[src/rtl/alu_req_scheduler.sv]
// -----------------------------------------------------------------------------
// alu_req_scheduler
//   Two-requester round-robin scheduler in front of a single ALU instance.
//   One operation is in flight at a time: a command is accepted over
//   valid/ready, issued to the ALU with a one-cycle start pulse, and the ALU
//   result is returned through a single-entry response register.
//
//   Optional feature macro: ALU_SCHED_TIMEOUT_EN
//     defined   -> WAIT is bounded by TIMEOUT_CYCLES; expiry returns result 0
//                  with rsp_error set.
//     undefined -> WAIT lasts until the ALU reports valid or error.
//
// Ports
//   clk, rst          clock (rising edge), asynchronous active-high reset
//   req_valid[1:0]    per-requester command valid
//   req_ready[1:0]    per-requester accept (at most one bit high, IDLE only)
//   req_ctrl[15:0]    per requester {fp, rs2_signed, rs1_signed, op[4:0]}
//   req_a, req_b      per-requester operands, requester i at [WIDTH*i +: WIDTH]
//   rsp_valid/ready   response handshake
//   rsp_id            requester index of the response
//   rsp_result        captured ALU result (0 on error-only or timeout)
//   rsp_error         ALU error or timeout
//   alu_*  (out)      start pulse, op, fp, operand signedness, operands
//   alu_busy/valid/error/result (in)  ALU status and result
// -----------------------------------------------------------------------------
module alu_req_scheduler #(
    parameter int WIDTH          = 32,
    parameter int TIMEOUT_CYCLES = 2048
) (
    input  logic               clk,
    input  logic               rst,
    input  logic [1:0]         req_valid,
    output logic [1:0]         req_ready,
    input  logic [15:0]        req_ctrl,
    input  logic [2*WIDTH-1:0] req_a,
    input  logic [2*WIDTH-1:0] req_b,
    output logic               rsp_valid,
    input  logic               rsp_ready,
    output logic               rsp_id,
    output logic [WIDTH-1:0]   rsp_result,
    output logic               rsp_error,
    output logic               alu_start,
    output logic [4:0]         alu_op,
    output logic               alu_fp,
    output logic               alu_rs1_signed,
    output logic               alu_rs2_signed,
    output logic [WIDTH-1:0]   alu_a,
    output logic [WIDTH-1:0]   alu_b,
    input  logic               alu_busy,
    input  logic               alu_valid,
    input  logic               alu_error,
    input  logic [WIDTH-1:0]   alu_result
);

    typedef enum logic [1:0] {S_IDLE, S_ISSUE, S_WAIT, S_RESP} state_t;

    state_t           state;
    logic             rr_ptr;     // requester with priority when both are valid
    logic             cur_id;     // requester of the operation in flight
    logic             grant;
    logic             accept;
    logic [7:0]       sel_ctrl;
    logic [WIDTH-1:0] sel_a;
    logic [WIDTH-1:0] sel_b;
    logic             timeout_hit;

`ifdef ALU_SCHED_TIMEOUT_EN
    localparam int CNT_W = ($clog2(TIMEOUT_CYCLES + 1) > 12) ? $clog2(TIMEOUT_CYCLES + 1) : 12;
    logic [CNT_W-1:0] wait_cnt;

    // Asserted during the TIMEOUT_CYCLES-th cycle spent in WAIT.
    assign timeout_hit = (wait_cnt == CNT_W'(TIMEOUT_CYCLES - 1));
`else
    // Timeout compiled out; the parameter stays so both builds share one interface.
    logic timeout_unused;
    assign timeout_unused = (TIMEOUT_CYCLES != 0);
    assign timeout_hit    = 1'b0;
`endif

    // NOTE: every output of a combinational block gets a default first, so no
    // path can leave it unassigned and infer a latch.
    always_comb begin
        grant     = req_valid[rr_ptr] ? rr_ptr : ~rr_ptr;
        req_ready = 2'b00;
        if (state == S_IDLE && !rst) begin
            req_ready[grant] = req_valid[grant];
        end
        sel_ctrl = grant ? req_ctrl[15:8]       : req_ctrl[7:0];
        sel_a    = grant ? req_a[WIDTH +: WIDTH] : req_a[0 +: WIDTH];
        sel_b    = grant ? req_b[WIDTH +: WIDTH] : req_b[0 +: WIDTH];
    end

    assign accept = |(req_valid & req_ready);

    // NOTE: state registers use non-blocking assignments so every register
    // samples pre-edge values regardless of statement order.
    always_ff @(posedge clk or posedge rst) begin
        if (rst) begin
            state          <= S_IDLE;
            rr_ptr         <= 1'b0;
            cur_id         <= 1'b0;
            rsp_valid      <= 1'b0;
            rsp_id         <= 1'b0;
            rsp_result     <= '0;
            rsp_error      <= 1'b0;
            alu_start      <= 1'b0;
            alu_op         <= '0;
            alu_fp         <= 1'b0;
            alu_rs1_signed <= 1'b0;
            alu_rs2_signed <= 1'b0;
            alu_a          <= '0;
            alu_b          <= '0;
`ifdef ALU_SCHED_TIMEOUT_EN
            wait_cnt       <= '0;
`endif
        end else begin
            case (state)
                S_IDLE: begin
                    if (accept) begin
                        alu_op         <= sel_ctrl[4:0];
                        alu_rs1_signed <= sel_ctrl[5];
                        alu_rs2_signed <= sel_ctrl[6];
                        alu_fp         <= sel_ctrl[7];
                        alu_a          <= sel_a;
                        alu_b          <= sel_b;
                        cur_id         <= grant;
                        // A busy ALU holds off the start pulse until it frees up.
                        alu_start      <= ~alu_busy;
                        state          <= S_ISSUE;
                    end
                end
                S_ISSUE: begin
                    if (alu_start) begin
                        alu_start <= 1'b0;
                        state     <= S_WAIT;
`ifdef ALU_SCHED_TIMEOUT_EN
                        wait_cnt  <= '0;
`endif
                    end else if (!alu_busy) begin
                        alu_start <= 1'b1;
                    end
                end
                S_WAIT: begin
`ifdef ALU_SCHED_TIMEOUT_EN
                    wait_cnt <= wait_cnt + 1'b1;
`endif
                    if (alu_valid) begin
                        rsp_result <= alu_result;
                        rsp_error  <= alu_error;
                        rsp_id     <= cur_id;
                        rsp_valid  <= 1'b1;
                        state      <= S_RESP;
                    end else if (alu_error || timeout_hit) begin
                        // Error without a result, or no answer at all.
                        rsp_result <= '0;
                        rsp_error  <= 1'b1;
                        rsp_id     <= cur_id;
                        rsp_valid  <= 1'b1;
                        state      <= S_RESP;
                    end
                end
                S_RESP: begin
                    if (rsp_ready) begin
                        rsp_valid <= 1'b0;
                        rr_ptr    <= ~rsp_id;
                        state     <= S_IDLE;
                    end
                end
                default: state <= S_IDLE;
            endcase
        end
    end

endmodule

[config.mk]
export PLATFORM = sky130hd
export DESIGN_NAME = alu_req_scheduler
export DESIGN_NICKNAME = d
export VERILOG_FILES = /design/src/rtl/alu_req_scheduler.sv
export SDC_FILE = /design/constraint.sdc
export NUM_CORES = 1
export LEC_CHECK = 0
export ABC_AREA = 0
export CAP_MARGIN = 10
export CORE_ASPECT_RATIO = 2
export CORE_UTILIZATION = 33
export DETAILED_ROUTE_END_ITERATION = 6
export PLACE_DENSITY = 0.77
export REMOVE_ABC_BUFFERS = 1
export SLEW_MARGIN = 20
export SYNTH_ARGS = -nofsm -noshare
export SYNTH_HDL_FRONTEND = slang
export SYNTH_SLANG_ARGS = --single-unit
[constraint.sdc]
create_clock -name clk -period 3.05 [get_ports clk]
set_input_delay 0.305 -clock clk [delete_from_list [all_inputs] [get_ports clk]]
set_output_delay 0.305 -clock clk [all_outputs]
set_load 0.05 [all_outputs]
Word level (Yosys, flattened, before mapping)
Cells that the tools add are included.
Word-level totals
  output and inout port bits: 110
  word-level logic and storage cells: 73
  flip-flop bits (word level): 112
Operators by class
  bitwise logic cells: 5
  multiplexer cells: 30
  reductions and logical operators: 14
  $lt $le $gt $ge: 3
  equality and inequality tests: 7
Operator list (number)
  2-to-1 mux 32 bit: 4
  2-to-1 mux 1 bit: 15
  2-to-1 mux 2 bit: 6
  2-to-1 mux 8 bit: 1
  one-hot mux 2 bit (4 select lines): 1
  AND reduction 2 bit: 4
  != test 2 bit (second input constant): 3
  nonzero test 2 bit: 3
  AND 2 bit: 2
  equality test 2 bit (second input constant): 2
  less-than comparator 1 x 2 -> 1 bit (second input constant): 2
  one-hot mux 1 bit (2 select lines): 2
  AND reduction 4 bit: 1
  != test 3 bit (second input constant): 1
  NOT 1 bit: 3
  AND reduction 3 bit: 1
  equality test 2 x 1 -> 1 bit (second input constant): 1
  logical AND 1 bit: 2
  zero test 2 bit: 1
  OR reduction 2 bit: 1
  demux 1 bit (select 1 bit): 1
  greater-or-equal comparator 1 bit (second input constant): 1
  zero test 1 bit: 1

Logic depth before layout (Yosys ltp)
Gate-level depths: netlist of run 1.
  word-level depth: 13
  gate-level depth with buffers: 9
  depth with buffers taken out: 7

Least setup slack after synthesis of run 1
OpenSTA, ideal clock, no wires.
  kind: register to register
  from: reg state[0]
  to: reg alu_a[13]
  data arrival time: 1634 ps
  data required time: 2923 ps
  buffers on the path: 1
  library setup time: 127 ps
  slack: 1289 ps
  stages on the path, launching flop included: 9
  cell sequence: dfrtp_1 -> inv_1 -> ha_1 -> nor2b_2 -> nand3_2 -> inv_2 -> buf_2 -> a222oi_1 -> inv_1
Between the ends
  cells in the longest elaborated chain, start to end: 6
Ends and longest elaborated chain
  start: declaration: RTL line 57  | state_t state;
  start signal: assignment: RTL line 99  | state <= S_IDLE;
  start signal: assignment: RTL line 129  | state <= S_ISSUE;
  start signal: assignment: RTL line 135  | state <= S_WAIT;
  zero test 2 bit: RTL line 85  | if (state == S_IDLE && !rst) begin
  logical AND 1 bit: RTL line 85
  2-to-1 mux 2 bit: RTL line 85
  named net req_ready[1]: RTL line 33  | output logic [1:0] req_ready,
  AND 2 bit: RTL line 93  | assign accept = |(req_valid & req_ready);
  OR reduction 2 bit: RTL line 93
  AND reduction 2 bit (no line)
  end signal: assignment: RTL line 124  | alu_a <= sel_a;
  end: declaration: RTL line 47  | output logic [WIDTH-1:0] alu_a,
The timed path passes the listed nets, and every way through them passes these cells.
A chain may end at the register's enable or synchronous reset.

Worst setup path in the final report of run 1
  from: reg state[0]
  to: out req_ready[1]
Between the ends
  cells in the longest elaborated chain, start to end: 3
Ends and longest elaborated chain (RTL line)
  zero test 2 bit: 85
  logical AND 1 bit: 85
  2-to-1 mux 2 bit: 85
  end: declaration: 33
Every way passes these cells.

==> reports/results.env, run 1 <==
STATUS='complete, but fails checks'
VIOLATIONS_IN_THE_FINAL_REPORTS='design-rule violations'
SYN-MEAN-INSTANCE-AREA_UM2=11.1
TIMING_WORST_SLEW_PIN_VALUE_NS=0.595
LAYOUT_COMMON_CELLS='sky130_fd_sc_hd__clkdlybuf4s50_1, sky130_fd_sc_hd__dfrtp_1, sky130_fd_sc_hd__nor2_1'
FP.DIEW_UM=84.6
REPORT.FINAL.SLEW_VIOL_COUNT=0
CTS_ROOT_BUFFER='sky130_fd_sc_hd__clkbuf_16'
NUM_ROWS=60
CRITICAL_PATH.ENDPOINT_TYPE='output port'
SYNTHSIMPLEGATEAREAFRAC_PCT=9.58
FINALNETCOUNT=878
CRITICAL_PATH.MAX_STAGE_DELAY_NS=0.40
GLOBALROUTETOTALUTIL_PCT=21.5
MAX-VDD-IR-DROP_uV=733
CTS.CLK_SLEW.WORST_PATHS_NS=0.08
CRITICAL_PATH_BUF_INV_COUNT=3
TIMING.FINAL.CRIT_PERIOD_NS=2.41
MAX-CAP-VIOLATIONS=0
PORT_BUFFERS=293
CTS-HOLD-FIX-BUFFERS=0
TOTAL_LEAKAGE_POWER_nW=3.47
ANT_NETS=0
COUNT_OF_H_TREE_LEVELS_BUILT_DURING_CTS=3
TIMING.SLEW.HEADROOM_PCT=60.2
REQUIRED_ARRIVAL_TIME_AT_THE_WORST_ENDPOINT_NS=2.74
WORST_HOLD_PATH_TYPE='primary input to async pin'
LAYOUT-DRIVE-GT1-SHARE_PCT=5.19
DETAIL_ROUTE.FIRST_PASS.ITERATIONS=7
NUMBER_OF_GLOBAL_ROUTE_VIAS_BEFORE_REPAIR=4691
COREAREA_UM2=13400
CRIT_PATH_MAX_FANOUT=29
CTS-ROOT-TO-SINK-BUFFERS=2
CLOCK_TREE_FROM_TRITONCTS='done'
PWR_DENSITY_CELL_nW_PER_UM2=1150
POST_SYNTHESIS_CELLS=405
FINCLKSKEW_NS=0.00563
PIN_COUNT_OF_THE_BIGGEST_NET_ENTERING_GLOBAL_ROUTING=45
CLOCK_INSERTION_DELAY_WORST_SKEW_NS=0.34
SYNTH_AREA_UM2=4510
SETUP_REPAIR_AFTER_GLOBAL_ROUTING_MISSED_ITS_MARGIN='no'
YOSYS.AREA_SHARE.XOR_XNOR_PCT=0
SYNTH_ADDER_AREA_SHARE_PCT=1.39
MOST_FREQUENT_STANDARD_CELL_IN_THE_LAYOUT_EXCLUDING_FILL_AND_TAP_CELLS='sky130_fd_sc_hd__clkdlybuf4s50_1'
WORSTREG2REGSTART='state[0]$_DFFE_PP0P_'
YOSYS-MUX-AREA-FRACTION_PCT=0.722
FINAL_MIN_PERIOD_OVER_CLOCK_PERIOD_PCT=78.9
HOLD_WS_NS=0.424
CRIT_PATH_CELL_TRACE='inv_1 -> ha_1 -> nor2b_2 -> nand3_2 -> inv_2 -> buf_12'
NUMBER_OF_ANTENNA_VIOLATIONS_AT_THE_FIRST_CHECK_IN_GLOBAL_ROUTING=0
GRT_FIRST_PASS_WIRELENGTH_UM=23700
FINALHOLDVIOLATIONS=0
TIMING_WORST_SETUP_PATH_TYPE='register to output port'
DETAIL_ROUTE.DRC_VIOLATIONS=21
TOTALNEGATIVESETUPSLACK_NS=0
SEQ_AREA_FRAC_SYNTH_PCT=62.2
ROUTE.DETAILED.WL_PER_INST_UM=18.0
CTS_BUFFERS=9
TIMING.CRITICAL_PATH.MAX_DELAY_FAMILY='buffers and inverters'
WORST_PATH_MAX_DELAY_CELL='sky130_fd_sc_hd__dfrtp_1'
POSTCTSSETUPBUFFERS=0
VIA_COUNT=4361
SYNTH_COMPOUND_GATE_AREA_SHARE_PCT=20.1
POSTCTSRESIZEDCELLS=0
ROUTED_WL_UM=15300
COMBINATIONAL_FAMILY_WITH_THE_MOST_AREA_AFTER_SYNTHESIS='compound AO/OA/AOI/OAI gates'
SETUP-VIOLATIONS-FINAL=0
CRIT_PATH_START='state[0]$_DFFE_PP0P_'
DIODES=0
YOSYS_WARNINGS=0
WORST-ENDPOINT-ARRIVAL_NS=2.10
POST-PLACE-WS_NS=0.948
INITIAL_UTILIZATION_PCT=33.7
CLKSINKCOUNT=112
FIN_WS_NS=0.643
AREA_GROWTH_PCT=75.9
YS_TYPES=28
POST-ROUTE-UTIL_PCT=59.3
TOP_LEVEL_PORTS=294
YOSYS_REGISTER_BITS=112
GLOBALPLACE.CONGESTION=0.899
DETAIL_ROUTE.VIAS_PER_CELL=5.14
CRITPATHLAUNCHTYPE='register'
DR.FIRST_ITER.DRC_COUNT=269
GLOBALROUTE.TOTALOVERFLOW=0
TOTAL_HALF_PERIMETER_WIRELENGTH_AFTER_LEGALIZATION_AND_DETAILED_PLACEMENT_UM=11700
DIE-AREA_UM2=14200
MAX_CLOCK_FREQ_MHz=416
POWER_mW=9.11
DIEHEIGHT_UM=167
-- kinds of logic (layout without fill, tap and decap cells) --
group / after synthesis / in the layout
AOI/OAI and AO/OA: 116 / 116
adders and majority gates: 5 / 5
buffers and inverters: 64 / 353
DFF: 112 / 112
muxes: 3 / 3
and+or+nand+nor: 105 / 105
-- final timing paths --
path | to | slack (ns) | depth (start not counted)
hold reg to reg | alu_a[27]$_DFFE_PP0P_ | 0.49 | 2
min in group clk | alu_a[27]$_DFFE_PP0P_ | 0.49 | 2
hold / removal | rsp_error$_DFFE_PP0P_ | 0.42 | 2
setup reg to reg | alu_a[6]$_DFFE_PP0P_ | 1.10 | 7
setup / recovery | req_ready[1] | 0.64 | 6
max in group asynchronous | rsp_result[4]$_DFFE_PP0P_ | 1.83 | 3
-- cells in the mapped netlist, drive strengths merged --
library cell  instances  area share (%)
a32oi                 1            0.19
a222oi               28             6.2
mux2                  2            0.50
buf                  13             1.7
nand2                 3            0.25
o22ai                44             6.1
mux2i                 1            0.22
nand2b                3            0.42
a21oi                 3            0.33
o21ai                 5            0.56
nor2b                 3            0.47
o21a                  1            0.17
and2                  1            0.14
dfrtp               112              62
inv                  35             2.9
o2111ai               1            0.19
a31oi                 1            0.14
a22o                 32             6.2
nand3                 2            0.44
or3b                  1            0.19
ha                    5             1.4
clkbuf               16             1.3
nor2                 92             7.7
-- worst register-to-register path, stage by stage (launching register included) --
cell,delay (ns)
sky130_fd_sc_hd__dfrtp_1,0.40
sky130_fd_sc_hd__inv_1,0.14
sky130_fd_sc_hd__ha_1,0.20
sky130_fd_sc_hd__nor2b_2,0.27
sky130_fd_sc_hd__nor2b_4,0.22
sky130_fd_sc_hd__buf_4,0.41
sky130_fd_sc_hd__nor2_1,0.10
sky130_fd_sc_hd__nor2_1,0.13
-- sequential cells by signal, indices dropped and copies added (netlist names) --
name,count
rsp_valid,1
alu_b,32
alu_fp,1
alu_rs2_signed,1
cur_id,1
rsp_result,32
alu_rs1_signed,1
rr_ptr,1
alu_op,5
alu_start,1
state,2
rsp_id,1
alu_a,32
rsp_error,1
-- power by group --
group          total [mW]  leakage (nW)  internal (mW)  switching, mW
Combinational        5.30          1.98           1.86           3.45
Sequential           2.57          1.34           2.17          0.404
Clock                1.23         0.156          0.674          0.557
-- cell type report --
type	instances	area, um2
sequential	112	2800
clock inverter	6	72.6
inverter	35	134
timing repair buffer	302	3030
multi-input combinational	229	1450
fill	1151	5440
clock buffer	10	239
tap	155	194
-- layer usage --
layer  global-route usage, %  vias up  wire length (um)
li1                        -     2026                 -
met1                    22.7     2077              5360
met2                    38.2      215              8080
met3                    5.32       43              1080
met4                    12.8        0               765
met5                       0        -                 0
-- per-stage QoR --
step	cell area [um2]	cells
after detailed placement	7610	833
after floorplan	4370	376
after CTS	7920	849
final	7920	849
after global routing	7920	849
after global placement	7610	833
No activity file was read; power rests on OpenSTA's default activity.
==> inputs of run 2 (changes only) <==
==> constraint.sdc (replaced) <==
create_clock -name clk -period 2.1 [get_ports clk]
set_input_delay 0.21 -clock clk [delete_from_list [all_inputs] [get_ports clk]]
set_output_delay 0.21 -clock clk [all_outputs]
set_load 0.05 [all_outputs]
==> reports/results.env, run 2 (synthesis gave the netlist of run 1 again) <==
STATUS='complete, but fails checks'
VIOLATIONS_IN_THE_FINAL_REPORTS='design-rule violations'
LAYOUT_COMMON_CELLS='sky130_fd_sc_hd__clkdlybuf4s50_1, sky130_fd_sc_hd__dfrtp_1, sky130_fd_sc_hd__nor2_1'
FINALNETCOUNT=889
DETAIL_ROUTE.FIRST_PASS.ITERATIONS=7
DR.FIRST_ITER.DRC_COUNT=400
FINCLKSKEW_NS=0.0123
CLKSINKCOUNT=112
TOTAL_LEAKAGE_POWER_nW=3.58
NUMBER_OF_GLOBAL_ROUTE_VIAS_BEFORE_REPAIR=4610
LAYOUT-DRIVE-GT1-SHARE_PCT=7.23
FP.DIEW_UM=84.6
TIMING.SLEW.HEADROOM_PCT=60.6
ROUTE.DETAILED.WL_PER_INST_UM=18.8
CLOCK_TREE_FROM_TRITONCTS='done'
SWITCHING_POWER_mW=6.46
POWER.COMBINATIONAL.FRACTION_PCT=58.6
WORST_HOLD_PATH_TYPE='primary input to async pin'
CLKPWRFRAC_PCT=13.7
AREA_GROWTH_PCT=81.4
POST-ROUTE-UTIL_PCT=61.2
ANT_NETS=0
SETUP-VIOLATIONS-FINAL=0
R2R-END='alu_a[22]$_DFFE_PP0P_'
GLOBALROUTE.TOTALOVERFLOW=0
VIA_COUNT=4452
CLOCK_INSERTION_DELAY_WORST_SKEW_NS=0.35
TIMING_WORST_SLEW_PIN_VALUE_NS=0.589
WORST-ENDPOINT-ARRIVAL_NS=1.79
CTS-ROOT-TO-SINK-BUFFERS=2
MAX_CLOCK_FREQ_MHz=500
DETAIL_ROUTE.VIAS_PER_CELL=5.18
REPORT.FINAL.SLEW_VIOL_COUNT=0
FF2FF_SETUP_SLACK_NS=0.26
NUM_ROWS=60
DIE-AREA_UM2=14200
DP_CELLS=835
FINALHOLDVIOLATIONS=0
LAYOUT.CELLS.NON_FILLER=860
COREAREA_UM2=13400
TIMING.REG2REG.WORST_PATH_DEPTH=8
CRIT_PATH_START='state[0]$_DFFE_PP0P_'
GLOBALROUTETOTALUTIL_PCT=22.5
TOTALNEGATIVESETUPSLACK_NS=0
DIODES=0
TIMING.FINAL.CRIT_PERIOD_NS=2.00
TIMING_WORST_SETUP_PATH_TYPE='register to output port'
INTERNAL_PWR_TOTAL_mW=6.99
FINAL_MIN_PERIOD_OVER_CLOCK_PERIOD_PCT=95.2
PORT_BUFFERS=293
MAX-VDD-IR-DROP_uV=1040
WORSTREG2REGSTART='state[0]$_DFFE_PP0P_'
CRITPATHLAUNCHTYPE='register'
POWER_mW=13.5
GLOBALPLACE.CONGESTION=0.915
ROUTED_WL_UM=16200
FINALINSTANCEAREA_UM2=8180
CTS.CLK_SLEW.WORST_PATHS_NS=0.08
DETAIL_ROUTE.DRC_VIOLATIONS=14
DIEHEIGHT_UM=167
MAX-CAP-VIOLATIONS=0
CRIT_PATH_MAX_FANOUT=15
CTS_BUFFERS=9
MOST_FREQUENT_STANDARD_CELL_IN_THE_LAYOUT_EXCLUDING_FILL_AND_TAP_CELLS='sky130_fd_sc_hd__clkdlybuf4s50_1'
SETUP_REPAIR_AFTER_GLOBAL_ROUTING_MISSED_ITS_MARGIN='no'
CTS_ROOT_BUFFER='sky130_fd_sc_hd__clkbuf_16'
PWR_DENSITY_CELL_nW_PER_UM2=1650
TOP_LEVEL_PORTS=294
INITIAL_UTILIZATION_PCT=33.7
P_SW_SHARE_PCT=48.1
POST_DP_CELL_AREA_UM2=7710
GRT_FIRST_PASS_WIRELENGTH_UM=24500
TOTAL_HALF_PERIMETER_WIRELENGTH_AFTER_LEGALIZATION_AND_DETAILED_PLACEMENT_UM=12000
REQUIRED_ARRIVAL_TIME_AT_THE_WORST_ENDPOINT_NS=1.89
COUNT_OF_H_TREE_LEVELS_BUILT_DURING_CTS=3
TOP_REGS='alu_a: 32 flops, alu_b: 32 flops, rsp_result: 32 flops'
NUMBER_OF_ANTENNA_VIOLATIONS_AT_THE_FIRST_CHECK_IN_GLOBAL_ROUTING=0
PIN_COUNT_OF_THE_BIGGEST_NET_ENTERING_GLOBAL_ROUTING=49
CRITICAL_PATH.ENDPOINT_TYPE='output port'
SEQ_POWER_SHARE_PCT=27.7
==> run 2: cell types whose count changed in the layout (fill, tap and decap cells not counted), sizes merged <==
cell	before	now
buf	11	20
clkbuf	10	12
bufbuf	0	1
clkinv	1	0
==> run 2: timing repair <==
item                       CTS  global route
buffers inserted             0             7
setup endpoints to repair    2             2
gates cloned                 1             1
gates resized for setup      4             5
hold endpoints to repair     0             0
hold buffers                 0             0
==> run 2: power by group through the flow <==
stage               registers (mW)  clock network [mW]  logic, mW
detailed placement            3.74                   0       7.80
finish                        3.72                1.85       7.88
global placement              3.70                   0       7.67
global route                  3.83                1.98       8.25
floorplan                     6.97                   0       1.52
CTS                           3.72                1.88       7.86
==> run 2: worst max path at each step <==
stage	end	cells past startpoint
global placement	state[1]$_DFFE_PP0P_	5
floorplan	alu_a[0]$_DFFE_PP0P_	1
CTS	req_ready[1]	7
finish	req_ready[1]	7
global route	req_ready[1]	7
detailed placement	state[1]$_DFFE_PP0P_	5
==> run 2: critical path: stages, from the launching register on <==
cell,delay (ns)
sky130_fd_sc_hd__dfrtp_1,0.41
sky130_fd_sc_hd__inv_2,0.10
sky130_fd_sc_hd__ha_2,0.19
sky130_fd_sc_hd__nor2b_4,0.23
sky130_fd_sc_hd__nand3_4,0.13
sky130_fd_sc_hd__inv_4,0.09
sky130_fd_sc_hd__buf_12,0.14
sky130_fd_sc_hd__buf_12,0.14
==> run 2: stage by stage <==
| stage | setup slack, ns | hold WS, ns |
|---|---|---|
| floorplan | -1.07 | 0.314 |
| global route | 0.00971 | 0.230 |
| detailed placement | 0.185 | 0.478 |
| CTS | 0.0270 | 0.216 |
| finish | 0.102 | 0.215 |
| global placement | 0.300 | 0.470 |
==> run 2: cell type report <==
type,instances,area (um2)
sequential,112,2800
clock buffer,11,253
multi-input combinational,229,1470
inverter,35,139
clock inverter,5,70.1
timing repair buffer,313,3250
tap,155,194
fill,1113,5190
==> run 2: per-layer routing <==
metal  vias to the layer above  routed length (um)  global-route usage, %
li1                       2051                   -                      -
met1                      2106                5720                   24.5
met2                       247                8470                   39.2
met3                        48                1100                   5.27
met4                         0                 861                   13.3
met5                         -                   0                      0
